===== src/rtl/ram_arbiter.sv =====
// Single-port BRAM arbiter: Z80 CPU with fixed priority, secondary master via req/ack,
// with a starvation counter that forces one secondary slot and stalls the CPU.
module ram_arbiter #(
    parameter int ADDR_WIDTH   = 16,
    parameter int DATA_WIDTH   = 8,
    parameter int STARVE_LIMIT = 16
) (
    input  logic                  clk,
    input  logic                  reset_n,
    input  logic [ADDR_WIDTH-1:0] cpu_addr,
    input  logic                  cpu_rd,
    input  logic                  cpu_wr,
    input  logic [DATA_WIDTH-1:0] cpu_wdata,
    output logic [DATA_WIDTH-1:0] cpu_rdata,
    output logic                  cpu_wait_n,
    input  logic                  sec_req,
    input  logic                  sec_we,
    input  logic [ADDR_WIDTH-1:0] sec_addr,
    input  logic [DATA_WIDTH-1:0] sec_wdata,
    output logic                  sec_ack,
    output logic [DATA_WIDTH-1:0] sec_rdata,
    output logic [ADDR_WIDTH-1:0] ram_addr,
    output logic                  ram_we,
    output logic [DATA_WIDTH-1:0] ram_wdata,
    input  logic [DATA_WIDTH-1:0] ram_rdata
);

    typedef enum logic {IDLE, SEC_RESP} state_t;

    localparam int CNT_W = (STARVE_LIMIT > 0) ? $clog2(STARVE_LIMIT + 1) : 1;
    localparam logic [CNT_W-1:0] LIMIT = CNT_W'(STARVE_LIMIT);

    state_t                state_q, state_d;
    logic [CNT_W-1:0]      cnt_q, cnt_d;
    logic                  forced_q, forced_d;
    logic                  sec_rd_q, sec_rd_d;
    logic                  cpu_rd_prev_q, cpu_rd_prev_d;
    logic [DATA_WIDTH-1:0] cpu_shadow_q, cpu_shadow_d;
    logic [DATA_WIDTH-1:0] sec_rdata_q, sec_rdata_d;

    logic cpu_req;
    logic forced;
    logic gnt_sec;
    logic gnt_cpu;

    always_ff @(posedge clk or negedge reset_n) begin
        if (!reset_n) begin
            state_q       <= IDLE;
            cnt_q         <= '0;
            forced_q      <= 1'b0;
            sec_rd_q      <= 1'b0;
            cpu_rd_prev_q <= 1'b0;
            cpu_shadow_q  <= '0;
            sec_rdata_q   <= '0;
        end else begin
            state_q       <= state_d;
            cnt_q         <= cnt_d;
            forced_q      <= forced_d;
            sec_rd_q      <= sec_rd_d;
            cpu_rd_prev_q <= cpu_rd_prev_d;
            cpu_shadow_q  <= cpu_shadow_d;
            sec_rdata_q   <= sec_rdata_d;
        end
    end

    // Grant decision and next state; forced slot overrides the CPU only from IDLE.
    always_comb begin
        cpu_req = cpu_rd | cpu_wr;
        forced  = (STARVE_LIMIT != 0) && (state_q == IDLE) && sec_req && (cnt_q == LIMIT);
        gnt_sec = forced || (!cpu_req && sec_req && (state_q == IDLE));
        gnt_cpu = cpu_req && !forced;

        state_d       = gnt_sec ? SEC_RESP : IDLE;
        forced_d      = forced;
        sec_rd_d      = gnt_sec && !sec_we;
        cpu_rd_prev_d = gnt_cpu && !cpu_wr;
        cpu_shadow_d  = cpu_rdata;
        sec_rdata_d   = sec_rdata;

        cnt_d = cnt_q;
        if (gnt_sec || !sec_req) begin
            cnt_d = '0;
        end else if ((state_q == IDLE) && (cnt_q != LIMIT)) begin
            cnt_d = cnt_q + CNT_W'(1);
        end
    end

    always_comb begin
        ram_addr  = cpu_addr;
        ram_we    = gnt_cpu && cpu_wr;
        ram_wdata = cpu_wdata;
        if (gnt_sec) begin
            ram_addr  = sec_addr;
            ram_we    = sec_we;
            ram_wdata = sec_wdata;
        end

        // Read data bypasses straight from the BRAM in the cycle after a granted read.
        cpu_rdata  = cpu_rd_prev_q ? ram_rdata : cpu_shadow_q;
        sec_ack    = (state_q == SEC_RESP);
        sec_rdata  = (sec_ack && sec_rd_q) ? ram_rdata : sec_rdata_q;
        cpu_wait_n = !(forced || (sec_ack && forced_q));
    end

endmodule


===== config.mk =====
export PLATFORM = sky130hd
export DESIGN_NAME = ram_arbiter
export DESIGN_NICKNAME = d
export VERILOG_FILES = /design/src/rtl/ram_arbiter.sv
export SDC_FILE = /design/constraint.sdc
export NUM_CORES = 1
export LEC_CHECK = 0
export CORE_MARGIN = 10
export CORE_UTILIZATION = 34
export DETAILED_ROUTE_END_ITERATION = 10
export PLACE_DENSITY = 0.81
export SYNTH_ARGS = -nofsm -noshare
export SYNTH_HDL_FRONTEND = slang
export SYNTH_SLANG_ARGS = --single-unit

===== constraint.sdc =====
create_clock -name clk -period 2.5 [get_ports clk]
set_input_delay 0.25 -clock clk [delete_from_list [all_inputs] [get_ports clk]]
set_output_delay 0.25 -clock clk [all_outputs]
set_load 0.05 [all_outputs]

==> results of run 1 <==
## per-layer routing
metal  vias to the layer above  share of wire  global-route usage  wire length (µm)
li1                        621              -                   -                 -
met1                       593           0.38               0.139              1800
met2                        54           0.51               0.225              2400
met3                         5          0.097              0.0570               456
met4                         0         0.0096              0.0320                45
met5                         -              0                   0                 0
## logic make-up (layout without fill, tap and decap cells)
family	after synthesis	after routing
AO/OA/AOI/OAI	16	16
adder cells (fa/ha/maj)	2	2
buffers and inverters	11	119
flip-flops	25	25
multiplexers	40	40
AND/OR/NAND/NOR	18	18
## cell type report
cell class,instances,area share
repair buffers,109,0.407
multi-input cells,76,0.286
flip-flops and latches,25,0.252
well taps,50,0.0252
clock buffers,3,0.0167
inverters,6,0.00909
clock inverters,1,0.00303
## power by group through the flow
stage / clock network, mW / logic [mW] / registers [mW]
2_1_floorplan: 0 / 0.368 / 0.467
3_3_place_gp: 0 / 0.607 / 0.469
3_5_place_dp: 0 / 0.611 / 0.472
4_1_cts: 0.257 / 0.613 / 0.464
5_1_grt: 0.279 / 0.634 / 0.468
6_report: 0.245 / 0.605 / 0.463
## state kept, by name, summed over array words and instances (netlist names)
name           count
cpu_shadow_q       8
sec_rdata_q        8
cnt_q              5
cpu_rd_prev_q      1
forced_q           1
sec_ack            1
sec_rd_q           1
## worst max-delay path, stage by stage (launching register included)
cell	delay, ns
dfrtp_1	0.42
inv_1	0.06
ha_1	0.21
and4bb_4	0.22
o21ai_4	0.16
buf_6	0.20
mux2_2	0.36
buf_4	0.19
## how the worst min path moves through the flow
stage,endpoint,slack (ns),depth (start not counted),start
after CTS,cpu_shadow_q[4]$_DFF_PN0_,0.34,2,reset_n
after floorplan,cnt_q[0]$_DFFE_PN0P_,-0.05,0,reset_n
after detailed placement,cpu_shadow_q[7]$_DFF_PN0_,0.48,1,cpu_shadow_q[7]$_DFF_PN0_
after global routing,sec_rdata_q[7]$_DFF_PN0_,0.36,2,reset_n
after global placement,cpu_shadow_q[7]$_DFF_PN0_,0.48,1,cpu_shadow_q[7]$_DFF_PN0_
final,cpu_shadow_q[7]$_DFF_PN0_,0.32,2,reset_n
## cells in the final DEF, fill, tap and decap left out, drive strengths merged, types with 2 or more instances in the layout
cell / synthesis / layout
clkdlybuf4s50: 0 / 70
mux2: 40 / 40
buf: 3 / 39
dfrtp: 25 / 25
inv: 6 / 6
nand2: 6 / 6
a21oi: 4 / 4
o21ai: 4 / 4
clkbuf: 2 / 3
nor2: 2 / 2
nor3b: 2 / 2
o22ai: 2 / 2
or3: 2 / 2
a2111o: 2 / 2
a21boi: 2 / 2
ha: 2 / 2
## through the flow
step                      setup slack (ns)  instances  utilization
final                                0.144        270        0.620
after detailed placement             0.345        266        0.607
after global placement               0.376        266        0.607
after global routing                0.0221        270        0.620
after CTS                           0.0804        270        0.619
after floorplan                      0.309        112            -
## repair_timing
| item | 4_1_cts | 5_1_grt |
|---|---|---|
| setup endpoints to repair | 0 | 17 |
| gates resized for setup | 0 | 1 |
| endpoints found under the hold margin | 0 | 0 |
==> reports/metrics.cfg, run 1 <==
[run_status]
outcome=complete, no violations

[pwr]
p_comb_frac=0.461
internal-power_mw=0.809
peakVddDrop_uv=418
pwr-share-clk=0.187
seqPwrFrac=0.353
p_per_area_mw_per_mm2=530
p_leak_nw=1.07
switching_share=0.384
power.total_mw=1.31
power.switching_mw=0.505

[global_route]
grt_pass1_wl_mm=7.60
grt_pass1_vias=1492
grt_max_degree=26
grt_use_total=0.129
overflow=0
antenna_found_initial=0

[critical_path]
cp_max_fo=17
required_ns=2.25
crit_type=reg -> out
cp.arrival_ns=2.11
cp-end-kind=primary output
r2r_end=cnt_q[1]$_DFFE_PN0P_
cp-startpoint=cnt_q[0]$_DFFE_PN0P_
ff2ff_setup_slack_ns=0.92
rr_worst_depth=5
timing.rr.start=cnt_q[0]$_DFFE_PN0P_
crit_end=ram_addr[7]
startpoint_type=register

[logic_synthesis]
ys_top_cells_by_count=mux2_2, dfrtp_1, inv_1, nand2_1, a21oi_1
synth_fa_ha_area_frac=0.0179
postSynthCellCount=112
ys_ff_latch=25
synth_area_leader_cell=dfrtp_1
ys_seq_area_frac=0.446
synth_area_leaders=dfrtp_1, mux2_2, buf_8, ha_1, a2111o_1
async_flop_share=1.00
synth_ff_type=dfrtp_1
synth_edf_count=0
synth_compound_area_frac=0.0848
synth-simple-area-share=0.0821
ys_types=27
yosysMostFrequentCell=mux2_2
synth_top_family_by_area=multiplexers
synth_top_area_frac=0.446
synth_nets=176
muxShareOfSynthArea=0.321
netlist_area_mm2=0.00140
yosys_warnings=0
syn_avg_cell_area_um2=12.5
synth_xor_area_frac=0

[drt]
drc=0
drtIter0Drc=31
wl_mm=4.70
ant_nets=0
drt_first_pass_iters=6
vias=1273
viasPerCell=4.71
wl_per_cell_um=17.4

[hold_path]
hold_class=in -> async

[sta]
setup_viol=0
fin_crit_ns=2.36
clock_skew_ns=0.00881
rsz0062_at_grt=no
maxSlewHeadroom=0.650
hold_viol_final=0
fin_crit_sh=0.942
setup_tns_ns=0
fmax_mhz=425
slew_violations=0
hold_ws_ns=0.324
tightest_slew_ns=0.523

[layout]
fin_area_mm2=0.00248
drive_gt1_frac=0.391
multiInputGateArea_um2=709
area_delta_synth_final_pct=76.9
antennaDiodeCount=0
ff_latch_area_um2=626
fillers=335
nets=285

[clocking]
insertion_delay_ns=0.27
numCtsBuffers=3
clockRootBuffer=clkbuf_8
clk_path_buf_depth=2
ctsHoldBuffers=0
cts_tree=done
htreeDepth=1
postCtsSetupBuffers=0
cts.clk_slew.worst_paths_ns=0.09
cts.sinks=25

[floorplan]
fp-row-count=23
die_w_um=84.2
die_h_um=84.2
start_util=0.350
core-area_mm2=0.00400
num_io_pins=105
die-area_mm2=0.00709

[placement]
place.gp.congestion=0.824
post-dp-hpwl_mm=4.07
dpl-instance-area_mm2=0.00243
portBuffers=104

[run]
cap_violations=0

(Power assumes the default switching activity.)
==> run 2, diff against run 1 <==
Clock period 2.5 ns to 2.2 ns, I/O delays scaled along.
==> run 2 against run 1 <==
Compared with the run above:
- the run now ends with setup timing left
- clock skew grew 0.0013 ns
- combinational power rose by 40%
- routed wire length increased by 20%
- power up 26%
- via count grew 7.9%
- sequential power increased by 13%
- die area stayed put
- cell count increased by 3.3%
- register-to-register slack got worse by 0.37 ns
- clock-buffer cell count is the same
- first-iteration DRC count increased by 150%
==> reports/metrics.cfg, run 2 (same netlist as run 1, synthesis figures left out) <==
[clocking]
cts.clk_slew.worst_paths_ns=0.09
insertion_delay_ns=0.27
clk_path_buf_depth=2
cts.sinks=25
ctsHoldBuffers=0
numCtsBuffers=3
cts_tree=done
htreeDepth=1
clockRootBuffer=clkbuf_8

[critical_path]
crit_type=reg -> out
path_buf_inv=3
cp_slowest_stage_delay_ns=0.37
crit_family=buffers and inverters
cp-end-kind=primary output
startpoint_type=register
required_ns=1.98
cp.arrival_ns=2.08
worstPathCellList=inv_1 > ha_2 > and4bb_4 > o21ai_4 > clkbuf_16 > mux2_4 > buf_8
slowest_stage=dfrtp_1
cp_max_fo=7

[sta]
hold_viol_final=0
clock_skew_ns=0.0101
tightest_slew_ns=0.493
setup_tns_ns=-1.50
slew_violations=0
maxSlewHeadroom=0.670
rsz0062_at_grt=yes
final.setup.worst_slack_ns=-0.0963
hold_ws_ns=0.244
setup_viol=24
fin_crit_ns=2.30
fin_crit_sh=1.04
fmax_mhz=435

[floorplan]
die_w_um=84.2
start_util=0.350
num_io_pins=105
fp-row-count=23
core-area_mm2=0.00400
die-area_mm2=0.00709
die_h_um=84.2

[drt]
wl_per_cell_um=20.1
wl_mm=5.62
vias=1374
viasPerCell=4.92
drt_first_pass_iters=4
drtIter0Drc=76
ant_nets=0
drc=0

[pwr]
p_leak_nw=1.31
p_per_area_mw_per_mm2=571
power.total_mw=1.65
pwr-share-clk=0.167
internal-power_mw=1.04
switching_share=0.371
power.switching_mw=0.612
p_comb_frac=0.515
peakVddDrop_uv=463
seqPwrFrac=0.318

[run_status]
outcome=finished with violations
violations=setup timing

[global_route]
grt_use_total=0.141
grt_max_degree=17
overflow=0
antenna_found_initial=0
grt_pass1_wl_mm=8.16
grt_pass1_vias=1563

[layout]
area_delta_synth_final_pct=106
drive_gt1_frac=0.463
nets=294
antennaDiodeCount=0
final_cell_mix=clkdlybuf4s50_1, dfrtp_1, mux2_2
final_cells=279
layout_commonest_cell=clkdlybuf4s50_1
largestRegisters=cpu_shadow_q x8, sec_rdata_q x8, cnt_q x5

[placement]
place.gp.congestion=0.822
place_inst=268
post-dp-hpwl_mm=4.27
portBuffers=104

[hold_path]
hold_class=in -> async

[run]
cap_violations=0

## run 2: cell types whose count changed in the layout (fill, tap and decap cells not counted), sizes merged
cell,delta
clkbuf,+1
clkdlybuf4s50,-8
buf,+16
## run 2: final timing paths
check                                           from  cells past startpoint                        end  slack, ns
setup / recovery                cnt_q[1]$_DFFE_PN0P_                      7               ram_wdata[4]       -0.1
hold / removal                               reset_n                      1   sec_rdata_q[4]$_DFF_PN0_       0.24
setup reg to reg                cnt_q[1]$_DFFE_PN0P_                      6       cnt_q[0]$_DFFE_PN0P_       0.55
hold reg to reg            cpu_shadow_q[3]$_DFF_PN0_                      1  cpu_shadow_q[3]$_DFF_PN0_       0.51
max in group asynchronous                    reset_n                      2       cnt_q[2]$_DFFE_PN0P_       1.38
min in group clk           cpu_shadow_q[3]$_DFF_PN0_                      1  cpu_shadow_q[3]$_DFF_PN0_       0.51
## run 2: per-layer routing
metal	share of wire	wire, µm	vias up	track usage
li1	-	-	637	-
met1	0.36	2030	665	0.150
met4	0.014	78	0	0.0320
met3	0.099	554	6	0.0638
met2	0.53	2950	66	0.250
met5	0	0	-	0
## run 2: power by group through the flow
stage	Clock [mW]	Combinational (mW)	Sequential, mW
CTS	0.285	0.801	0.526
global placement	0	0.764	0.531
floorplan	0	0.418	0.531
finish	0.275	0.850	0.525
detailed placement	0	0.769	0.536
global route	0.296	0.882	0.529
## run 2: layout make-up
| cell class | instances | area [µm²] |
|---|---|---|
| Timing Repair Buffer | 118 | 1350 |
| Sequential cell | 25 | 626 |
| Clock buffer | 3 | 41.3 |
| Clock inverter | 1 | 7.51 |
| Multi-Input combinational cell | 76 | 778 |
| Fill cell | 262 | 1110 |
| Inverter | 6 | 22.5 |
| Tap cell | 50 | 62.6 |
## run 2: worst register-to-register path: cells and delay by family, from the launching register on
| kind | cells | cell delay (ns) |
|---|---|---|
| adder cells (fa/ha/maj) | 1 | 0.17 |
| AO/OA/AOI/OAI | 2 | 0.63 |
| AND/OR/NAND/NOR | 1 | 0.21 |
| flip-flops | 1 | 0.37 |
| buffers and inverters | 2 | 0.19 |
## run 2: what timing repair did
action,in CTS,in global routing
setup endpoints to repair,22,24
hold endpoints to repair,0,0
buffers inserted,3,3
gates cloned,0,1
pin swaps,1,1
resized for setup,22,37
## run 2: metrics by stage
stage	area (µm²)	worst slack, ns	util
detailed placement	2550	0.141	0.637
global placement	2550	0.154	0.637
CTS	2700	-0.0288	0.675
global route	2890	-0.177	0.722
floorplan	1400	0.0391	-
finish	2890	-0.0963	0.722
